[src/rtl/bitty_alu_seq_if.sv]
// Operand/result bundle for bitty_alu_seq: request side driven by the control
// FSM (master), response side driven by the ALU (slave).
interface bitty_alu_seq_if #(
  parameter int WIDTH = 16
);
  logic             start;
  logic [3:0]       select;
  logic             carry_in;
  logic [WIDTH-1:0] in_a;
  logic [WIDTH-1:0] in_b;
  logic             busy;
  logic             done;
  logic [WIDTH-1:0] alu_out;
  logic             carry_out;
  logic             zero;
  logic             compare;

  modport master (
    output start, select, carry_in, in_a, in_b,
    input  busy, done, alu_out, carry_out, zero, compare
  );

  modport slave (
    input  start, select, carry_in, in_a, in_b,
    output busy, done, alu_out, carry_out, zero, compare
  );
endinterface

[src/rtl/bitty_alu_seq.sv]
// Clocked BittyPro ALU: latches operands on start, executes single-cycle ops
// in one EXEC cycle and multiplies with an iterative shift-add loop.
module bitty_alu_seq #(
  parameter int WIDTH = 16
) (
  input  logic            clk,
  input  logic            reset,
  bitty_alu_seq_if.slave  bus
);
  localparam int CW = $clog2(WIDTH + 1);

  typedef enum logic [1:0] {IDLE, EXEC, MUL} state_e;

  typedef enum logic [3:0] {
    OP_ADD = 4'd0, OP_SUB = 4'd1, OP_INC = 4'd2, OP_DEC = 4'd3,
    OP_AND = 4'd4, OP_OR  = 4'd5, OP_XOR = 4'd6, OP_NOT = 4'd7,
    OP_SHL = 4'd8, OP_SHR = 4'd9, OP_MUL = 4'd10
  } op_e;

  state_e             state_q, state_d;
  op_e                sel_q, sel_d;
  logic [WIDTH-1:0]   a_q, a_d, b_q, b_d;
  logic               cin_q, cin_d;
  logic [2*WIDTH-1:0] acc_q, acc_d, mcand_q, mcand_d;
  logic [WIDTH-1:0]   mplier_q, mplier_d;
  logic [CW-1:0]      cnt_q, cnt_d;
  logic [WIDTH-1:0]   out_q, out_d;
  logic               carry_q, carry_d, zero_q, zero_d, cmp_q, cmp_d;
  logic               busy_q, busy_d, done_q, done_d;

  logic [WIDTH:0]     wide;
  logic [WIDTH-1:0]   ex_res;
  logic               ex_c;

  // Single-cycle datapath on the latched operands; arithmetic at WIDTH+1 bits.
  always_comb begin
    wide   = '0;
    ex_res = '0;
    ex_c   = 1'b0;
    case (sel_q)
      OP_ADD: begin
        wide   = {1'b0, a_q} + {1'b0, b_q} + {{WIDTH{1'b0}}, cin_q};
        ex_res = wide[WIDTH-1:0];
        ex_c   = wide[WIDTH];
      end
      OP_SUB: begin
        // Bit WIDTH of the extended difference is the borrow (a < b + cin).
        wide   = {1'b0, a_q} - {1'b0, b_q} - {{WIDTH{1'b0}}, cin_q};
        ex_res = wide[WIDTH-1:0];
        ex_c   = wide[WIDTH];
      end
      OP_INC: begin
        wide   = {1'b0, a_q} + {{WIDTH{1'b0}}, 1'b1};
        ex_res = wide[WIDTH-1:0];
        ex_c   = wide[WIDTH];
      end
      OP_DEC: begin
        ex_res = a_q - {{(WIDTH-1){1'b0}}, 1'b1};
        ex_c   = (a_q == '0);
      end
      OP_AND: ex_res = a_q & b_q;
      OP_OR:  ex_res = a_q | b_q;
      OP_XOR: ex_res = a_q ^ b_q;
      OP_NOT: ex_res = ~a_q;
      OP_SHL: begin
        ex_res = {a_q[WIDTH-2:0], cin_q};
        ex_c   = a_q[WIDTH-1];
      end
      OP_SHR: begin
        ex_res = {cin_q, a_q[WIDTH-1:1]};
        ex_c   = a_q[0];
      end
      default: begin
        ex_res = '0;
        ex_c   = 1'b0;
      end
    endcase
  end

  // Control FSM next-state, operand latching, multiplier step and result update.
  always_comb begin
    state_d  = state_q;
    sel_d    = sel_q;
    a_d      = a_q;
    b_d      = b_q;
    cin_d    = cin_q;
    acc_d    = acc_q;
    mcand_d  = mcand_q;
    mplier_d = mplier_q;
    cnt_d    = cnt_q;
    out_d    = out_q;
    carry_d  = carry_q;
    zero_d   = zero_q;
    cmp_d    = cmp_q;
    busy_d   = busy_q;
    done_d   = 1'b0;
    case (state_q)
      IDLE: begin
        if (bus.start) begin
          a_d    = bus.in_a;
          b_d    = bus.in_b;
          cin_d  = bus.carry_in;
          sel_d  = op_e'(bus.select);
          busy_d = 1'b1;
          if (bus.select == 4'd10) begin
            acc_d    = '0;
            mcand_d  = {{WIDTH{1'b0}}, bus.in_a};
            mplier_d = bus.in_b;
            cnt_d    = CW'(WIDTH);
            state_d  = MUL;
          end else begin
            state_d  = EXEC;
          end
        end
      end
      EXEC: begin
        out_d   = ex_res;
        carry_d = ex_c;
        zero_d  = (ex_res == '0);
        cmp_d   = (a_q == b_q);
        done_d  = 1'b1;
        busy_d  = 1'b0;
        state_d = IDLE;
      end
      MUL: begin
        acc_d    = acc_q + (mplier_q[0] ? mcand_q : '0);
        mcand_d  = mcand_q << 1;
        mplier_d = mplier_q >> 1;
        cnt_d    = cnt_q - CW'(1);
        // Last iteration: the result is taken from this cycle's accumulation.
        if (cnt_q == CW'(1)) begin
          out_d   = acc_d[WIDTH-1:0];
          carry_d = |acc_d[2*WIDTH-1:WIDTH];
          zero_d  = (acc_d[WIDTH-1:0] == '0);
          cmp_d   = (a_q == b_q);
          done_d  = 1'b1;
          busy_d  = 1'b0;
          state_d = IDLE;
        end
      end
      default: state_d = IDLE;
    endcase
  end

  // State and datapath registers with synchronous reset.
  always_ff @(posedge clk) begin
    if (reset) begin
      state_q  <= IDLE;
      sel_q    <= OP_ADD;
      a_q      <= '0;
      b_q      <= '0;
      cin_q    <= 1'b0;
      acc_q    <= '0;
      mcand_q  <= '0;
      mplier_q <= '0;
      cnt_q    <= '0;
      out_q    <= '0;
      carry_q  <= 1'b0;
      zero_q   <= 1'b0;
      cmp_q    <= 1'b0;
      busy_q   <= 1'b0;
      done_q   <= 1'b0;
    end else begin
      state_q  <= state_d;
      sel_q    <= sel_d;
      a_q      <= a_d;
      b_q      <= b_d;
      cin_q    <= cin_d;
      acc_q    <= acc_d;
      mcand_q  <= mcand_d;
      mplier_q <= mplier_d;
      cnt_q    <= cnt_d;
      out_q    <= out_d;
      carry_q  <= carry_d;
      zero_q   <= zero_d;
      cmp_q    <= cmp_d;
      busy_q   <= busy_d;
      done_q   <= done_d;
    end
  end

  assign bus.busy      = busy_q;
  assign bus.done      = done_q;
  assign bus.alu_out   = out_q;
  assign bus.carry_out = carry_q;
  assign bus.zero      = zero_q;
  assign bus.compare   = cmp_q;
endmodule

[src/flat_wrapper.sv]
// flat-port wrapper written by rule: the top's interface ports become plain ports
module bitty_alu_seq_flat 
#(
  parameter int WIDTH = 16
)
  (clk, reset, bus_start, bus_select, bus_carry_in, bus_in_a, bus_in_b, bus_busy, bus_done, bus_alu_out, bus_carry_out, bus_zero, bus_compare);
  bitty_alu_seq_if #(.WIDTH(WIDTH)) bus_i ();
  input  logic clk;
  input  logic reset;
  input wire logic [$bits(bus_i.start)-1:0] bus_start;
  input wire logic [$bits(bus_i.select)-1:0] bus_select;
  input wire logic [$bits(bus_i.carry_in)-1:0] bus_carry_in;
  input wire logic [$bits(bus_i.in_a)-1:0] bus_in_a;
  input wire logic [$bits(bus_i.in_b)-1:0] bus_in_b;
  output wire logic [$bits(bus_i.busy)-1:0] bus_busy;
  output wire logic [$bits(bus_i.done)-1:0] bus_done;
  output wire logic [$bits(bus_i.alu_out)-1:0] bus_alu_out;
  output wire logic [$bits(bus_i.carry_out)-1:0] bus_carry_out;
  output wire logic [$bits(bus_i.zero)-1:0] bus_zero;
  output wire logic [$bits(bus_i.compare)-1:0] bus_compare;
  assign bus_i.start = bus_start;
  assign bus_i.select = bus_select;
  assign bus_i.carry_in = bus_carry_in;
  assign bus_i.in_a = bus_in_a;
  assign bus_i.in_b = bus_in_b;
  assign bus_busy = bus_i.busy;
  assign bus_done = bus_i.done;
  assign bus_alu_out = bus_i.alu_out;
  assign bus_carry_out = bus_i.carry_out;
  assign bus_zero = bus_i.zero;
  assign bus_compare = bus_i.compare;
  bitty_alu_seq #(.WIDTH(WIDTH)) u_core (.clk(clk), .reset(reset), .bus(bus_i));
endmodule
[config.mk]
export PLATFORM = sky130hd
export DESIGN_NAME = bitty_alu_seq_flat
export DESIGN_NICKNAME = d
export VERILOG_FILES = /design/src/rtl/bitty_alu_seq_if.sv /design/src/rtl/bitty_alu_seq.sv /design/src/flat_wrapper.sv
export SDC_FILE = /design/constraint.sdc
export NUM_CORES = 1
export LEC_CHECK = 0
export BUFFER_PORTS_ARGS = -buffer_cell sky130_fd_sc_hd__buf_2
export CORE_MARGIN = 2
export CORE_UTILIZATION = 65
export CTS_BUF_LIST = sky130_fd_sc_hd__clkbuf_8
export DETAILED_ROUTE_END_ITERATION = 10
export GPL_TIMING_DRIVEN = 0
export PLACE_DENSITY = 0.84
export SYNTH_ARGS = -nofsm -noshare
export SYNTH_HDL_FRONTEND = slang
export SYNTH_SLANG_ARGS = --single-unit
export TNS_END_PERCENT = 5
[constraint.sdc]
create_clock -name clk -period 4.05 [get_ports clk]
set_input_delay 0.2025 -clock clk [delete_from_list [all_inputs] [get_ports clk]]
set_output_delay 0.2025 -clock clk [all_outputs]
set_load 0.03 [all_outputs]
==> flow_summary.html <==
<table>
<tr><th>Metric</th><th>Value</th></tr>
<tr><th colspan="2">STA</th></tr>
<tr><td>Unrepaired setup endpoints after global routing</td><td>true</td></tr>
<tr><td>Min Clock Period, post-route</td><td>4.05 ns</td></tr>
<tr><td>Final clock period utilization by the worst path</td><td>1.00</td></tr>
<tr><td>Worst slew margin</td><td>-0.0827</td></tr>
<tr><td>Slew @ Worst Pin</td><td>1.60 ns</td></tr>
<tr><td>Final number of max-transition violations</td><td>7</td></tr>
<tr><td>Post-route setup slack</td><td>-0.00258 ns</td></tr>
<tr><td>Highest achievable clock rate</td><td>247 MHz</td></tr>
<tr><td>Number of endpoints with negative hold slack in the final report</td><td>1</td></tr>
<tr><td>Total negative setup slack</td><td>-0.00258 ns</td></tr>
<tr><td>Final setup violation count</td><td>1</td></tr>
<tr><td>Worst setup skew after layout</td><td>0.0187 ns</td></tr>
<tr><td>Final-layout worst hold slack</td><td>-0.00149 ns</td></tr>
<tr><th colspan="2">Global route</th></tr>
<tr><td>Via count of the first global-routing pass</td><td>12400</td></tr>
<tr><td>Final global-route overflow total</td><td>0</td></tr>
<tr><td>Wire length of the first global-routing pass</td><td>67700 um</td></tr>
<tr><td>All-Layer GR Usage</td><td>0.442</td></tr>
<tr><td>Largest net degree at the start of global routing</td><td>17</td></tr>
<tr><td>Initial antenna violation count</td><td>1</td></tr>
<tr><th colspan="2">Placed design</th></tr>
<tr><td>Dpl cell area</td><td>12600 um^2</td></tr>
<tr><td>Final HPWL DP</td><td>32700 um</td></tr>
<tr><td>Routability-driven placement congestion ratio</td><td>1.10</td></tr>
<tr><td>Worst slack after detailed placement</td><td>-0.557 ns</td></tr>
<tr><td>Port-buffer cells</td><td>59</td></tr>
<tr><th colspan="2">Worst setup path</th></tr>
<tr><td>Data arrival at the endpoint of the critical path</td><td>4.43 ns</td></tr>
<tr><td>Launching element type of the critical path</td><td>flip-flop</td></tr>
<tr><td>Worst Path Max Fanout</td><td>10</td></tr>
<tr><td>Worst setup path class</td><td>flip-flop to flip-flop</td></tr>
<tr><td>Worst setup EP type</td><td>flip-flop</td></tr>
<tr><td>Data required time at the worst endpoint</td><td>4.43 ns</td></tr>
<tr><th colspan="2">Run status</th></tr>
<tr><td>Violated checks</td><td>hold timing, capacitance limit, slew limit, setup timing</td></tr>
<tr><td>Result of the run</td><td>finished, violations left</td></tr>
<tr><th colspan="2">Synth</th></tr>
<tr><td>Post-Synthesis Mean Instance Area</td><td>7.47 um^2</td></tr>
<tr><td>Sequential-to-total area share from yosys stat</td><td>0.242</td></tr>
<tr><td>Nets in the synthesized netlist</td><td>1753</td></tr>
<tr><td>Number of enable-type register cells in the synthesized netlist</td><td>0</td></tr>
<tr><td>Share of synthesized registers carrying an async set or reset</td><td>0</td></tr>
<tr><td>FF+latch count, synth</td><td>145</td></tr>
<tr><td>Mapped cell area</td><td>12000 um^2</td></tr>
<tr><td>Post-synth cell types</td><td>81</td></tr>
<tr><td>Synth warnings</td><td>0</td></tr>
<tr><td>Synth Flop Type</td><td>sky130_fd_sc_hd__dfxtp_1</td></tr>
<tr><td>Cells after synthesis</td><td>1606</td></tr>
<tr><th colspan="2">Floorplanning</th></tr>
<tr><td>Top-Level Pins</td><td>61</td></tr>
<tr><td>Die ar.</td><td>19600 um^2</td></tr>
<tr><td>Core region area</td><td>18000 um^2</td></tr>
<tr><td>Starting density of the core</td><td>0.665</td></tr>
<tr><td>Die Span X</td><td>140 um</td></tr>
<tr><td>Std cell rows</td><td>49</td></tr>
<tr><td>Vertical die dimension</td><td>140 um</td></tr>
<tr><th colspan="2">Pwr</th></tr>
<tr><td>Cell leakage power</td><td>5.14 nW</td></tr>
<tr><td>P_int</td><td>2.55 mW</td></tr>
<tr><td>Power dissipated by switching net loads</td><td>1.50 mW</td></tr>
<tr><td>Clock share of power</td><td>0.311</td></tr>
<tr><td>Switching portion of total power</td><td>0.369</td></tr>
<tr><td>Peak supply drop</td><td>0.000442 V</td></tr>
<tr><td>Share of power burned in registers</td><td>0.379</td></tr>
<tr><td>Part of the total power dissipated in combinational logic</td><td>0.310</td></tr>
<tr><td>Power per cell area</td><td>302 nW/um^2</td></tr>
<tr><th colspan="2">Route</th></tr>
<tr><td>TritonRoute pass-1 iters</td><td>8</td></tr>
<tr><td>Count of nets left with antenna violations after detail routing</td><td>0</td></tr>
<tr><td>Average vias per placed instance</td><td>6.83</td></tr>
<tr><td>DRC Markers</td><td>0</td></tr>
<tr><td>Average wire per cell in the routed design</td><td>22.6 um</td></tr>
<tr><td>DRC violation total after the first TritonRoute iteration</td><td>1756</td></tr>
<tr><td>Via count of the routed design</td><td>13300</td></tr>
<tr><td>Total routed wirelength</td><td>43900 um</td></tr>
<tr><th colspan="2">Clocking</th></tr>
<tr><td>Root Buffer</td><td>sky130_fd_sc_hd__clkbuf_8</td></tr>
<tr><td>TritonCTS clock tree</td><td>built</td></tr>
<tr><td>Clock net sink count</td><td>145</td></tr>
<tr><td>Clock slew seen by the registers of the worst setup and hold paths</td><td>0.09 ns</td></tr>
<tr><td>Worst skew pair latency</td><td>0.47 ns</td></tr>
<tr><td># H-tree levels</td><td>4</td></tr>
<tr><td>Maximum buffer depth of the clock tree</td><td>2</td></tr>
<tr><td>Num CTS Buffers</td><td>17</td></tr>
<tr><th colspan="2">Flow run</th></tr>
<tr><td>Count of max-cap constraint violations</td><td>2</td></tr>
<tr><th colspan="2">Layout</th></tr>
<tr><td>Leading cell types in the layout, fill and taps excluded</td><td>sky130_fd_sc_hd__nand2_1 (182), sky130_fd_sc_hd__nor2_1 (159), sky130_fd_sc_hd__a21oi_1 (143), sky130_fd_sc_hd__dfxtp_1 (143), sky130_fd_sc_hd__ha_1 (100)</td></tr>
<tr><td>Layout Area Growth over Synthesis</td><td>11.7%</td></tr>
<tr><td>Post-layout nets</td><td>1848</td></tr>
<tr><td>Share of post-route cells with drive strength above 1</td><td>0.0963</td></tr>
<tr><td>Design area</td><td>13400 um^2</td></tr>
<tr><td>Filler Cells Inserted</td><td>1419</td></tr>
<tr><td>Most common cell after layout, fill and taps aside</td><td>sky130_fd_sc_hd__nand2_1</td></tr>
<tr><th colspan="2">Hold path</th></tr>
<tr><td>Worst min-delay path class</td><td>primary input to flip-flop</td></tr>
</table>
==> cells in the mapped netlist, types with 8 or more instances <==
master | n | area share
sky130_fd_sc_hd__a211oi_1 | 50 | 0.031
sky130_fd_sc_hd__a21o_1 | 14 | 0.0088
sky130_fd_sc_hd__a21oi_1 | 149 | 0.062
sky130_fd_sc_hd__a22oi_1 | 18 | 0.011
sky130_fd_sc_hd__a31oi_1 | 20 | 0.010
sky130_fd_sc_hd__and2_1 | 40 | 0.021
sky130_fd_sc_hd__and3_1 | 13 | 0.0068
sky130_fd_sc_hd__buf_2 | 14 | 0.0058
sky130_fd_sc_hd__clkbuf_1 | 98 | 0.031
sky130_fd_sc_hd__dfxtp_1 | 145 | 0.24
sky130_fd_sc_hd__ha_1 | 102 | 0.11
sky130_fd_sc_hd__inv_1 | 73 | 0.023
sky130_fd_sc_hd__mux2i_1 | 70 | 0.058
sky130_fd_sc_hd__nand2_1 | 182 | 0.057
sky130_fd_sc_hd__nand2b_1 | 12 | 0.0063
sky130_fd_sc_hd__nand3_1 | 58 | 0.024
sky130_fd_sc_hd__nand4_1 | 18 | 0.0094
sky130_fd_sc_hd__nor2_1 | 159 | 0.050
sky130_fd_sc_hd__nor2b_1 | 8 | 0.0042
sky130_fd_sc_hd__nor3_1 | 27 | 0.011
sky130_fd_sc_hd__nor4_1 | 22 | 0.011
sky130_fd_sc_hd__o211ai_1 | 20 | 0.013
sky130_fd_sc_hd__o21ai_0 | 59 | 0.025
sky130_fd_sc_hd__o22ai_1 | 17 | 0.0089
sky130_fd_sc_hd__or3_1 | 9 | 0.0047
sky130_fd_sc_hd__xnor2_1 | 39 | 0.028
sky130_fd_sc_hd__xor2_1 | 20 | 0.015
==> sequential cells by signal (all words and copies together) (netlist names) <==
| name | count |
|---|---|
| u_core.cnt_q | 5 |
| u_core.sel_q | 4 |
| u_core.bus.alu_out | 16 |
| u_core.bus.busy | 1 |
| u_core.mcand_q | 32 |
| u_core.bus.compare | 1 |
| u_core.cin_q | 1 |
| u_core.mplier_q | 16 |
| u_core.bus.carry_out | 1 |
| u_core.bus.zero | 1 |
| u_core.state_q | 2 |
| u_core.bus.done | 1 |
| u_core.b_q | 16 |
| u_core.acc_q | 32 |
| u_core.a_q | 16 |
==> critical path, stage by stage (launching register included) <==
cell	delay, ns
sky130_fd_sc_hd__dfxtp_1	0.32
sky130_fd_sc_hd__clkbuf_1	0.31
sky130_fd_sc_hd__buf_2	0.37
sky130_fd_sc_hd__buf_2	0.36
sky130_fd_sc_hd__clkbuf_1	0.62
sky130_fd_sc_hd__mux2i_1	0.26
sky130_fd_sc_hd__o22ai_1	0.09
sky130_fd_sc_hd__a31oi_1	0.17
sky130_fd_sc_hd__nand2_1	0.08
sky130_fd_sc_hd__a221oi_1	0.61
sky130_fd_sc_hd__nand4_1	0.24
sky130_fd_sc_hd__nand4b_1	0.27
sky130_fd_sc_hd__a311oi_2	0.25
==> routing by layer <==
layer  routed length (um)  GRT usage  up-vias
li1                     -          -     5970
met1                17100      0.580     6165
met2                18300      0.652      947
met3                 6500      0.152      192
met4                 2060      0.203        0
met5                    0          0        -
==> final timing paths <==
check	from	endpoint	slack (ns)	cells past startpoint
setup reg to reg	u_core.sel_q[0]	u_core.bus.zero	-0.003	12
setup / recovery	u_core.sel_q[0]	u_core.bus.zero	-0.003	12
hold / removal	bus_in_a[7]	u_core.a_q[7]	-0.001	3
hold reg to reg	u_core.acc_q[15]	u_core.acc_q[15]	0.46	2
==> power by group through the flow <==
stage / sequential [mW] / clock, mW / combinational, mW
2_1_floorplan: 1.57 / 0 / 0.750
5_1_grt: 1.54 / 1.31 / 1.32
6_report: 1.53 / 1.26 / 1.25
4_1_cts: 1.53 / 1.25 / 1.16
3_3_place_gp: 1.56 / 0 / 1.10
3_5_place_dp: 1.56 / 0 / 1.12
==> cell type report <==
cell class / count / area [um^2] / area share
flip-flops and latches: 145 / 2910 / 0.217
plain buffers: 120 / 509 / 0.0380
inverters: 74 / 278 / 0.0207
clock buffers: 18 / 248 / 0.0185
clock inverters: 14 / 180 / 0.0134
repair buffers: 79 / 490 / 0.0366
multi-input cells: 1264 / 8500 / 0.634
well taps: 229 / 287 / 0.0214
diodes: 1 / 2.50 / 0.000187
==> stage by stage <==
step / cells / utilization / total power [mW] / hold WS (ns)
2_1_floorplan: 1606 / - / 2.32 / 0.338
3_3_place_gp: 1894 / 0.698 / 2.66 / 0.442
3_5_place_dp: 1894 / 0.698 / 2.68 / 0.450
4_1_cts: 1944 / 0.736 / 3.94 / 0.000704
5_1_grt: 1943 / 0.744 / 4.17 / 0.00705
6_report: 1944 / 0.744 / 4.05 / -0.00149
==> kinds of logic (layout without fill, tap and decap cells) <==
logic type / Yosys count / in the layout / synth area share
other: 0 / 1 / 0
AND/OR/NAND/NOR: 596 / 596 / 0.242
adder cells (fa/ha/maj): 107 / 107 / 0.115
buffers and inverters: 197 / 305 / 0.0656
XOR/XNOR: 59 / 59 / 0.0431
AO/OA/AOI/OAI: 429 / 429 / 0.230
multiplexers: 73 / 73 / 0.0631
flip-flops: 145 / 145 / 0.242
==> what timing repair did <==
item                                   CTS  global route
setup endpoints to repair                6             5
pin swaps                                0             4
endpoints found under the hold margin   18             0
setup buffers                            0             2
hold buffers                            18             0
gates resized for setup                 19            26
(Power assumes the default switching activity.)
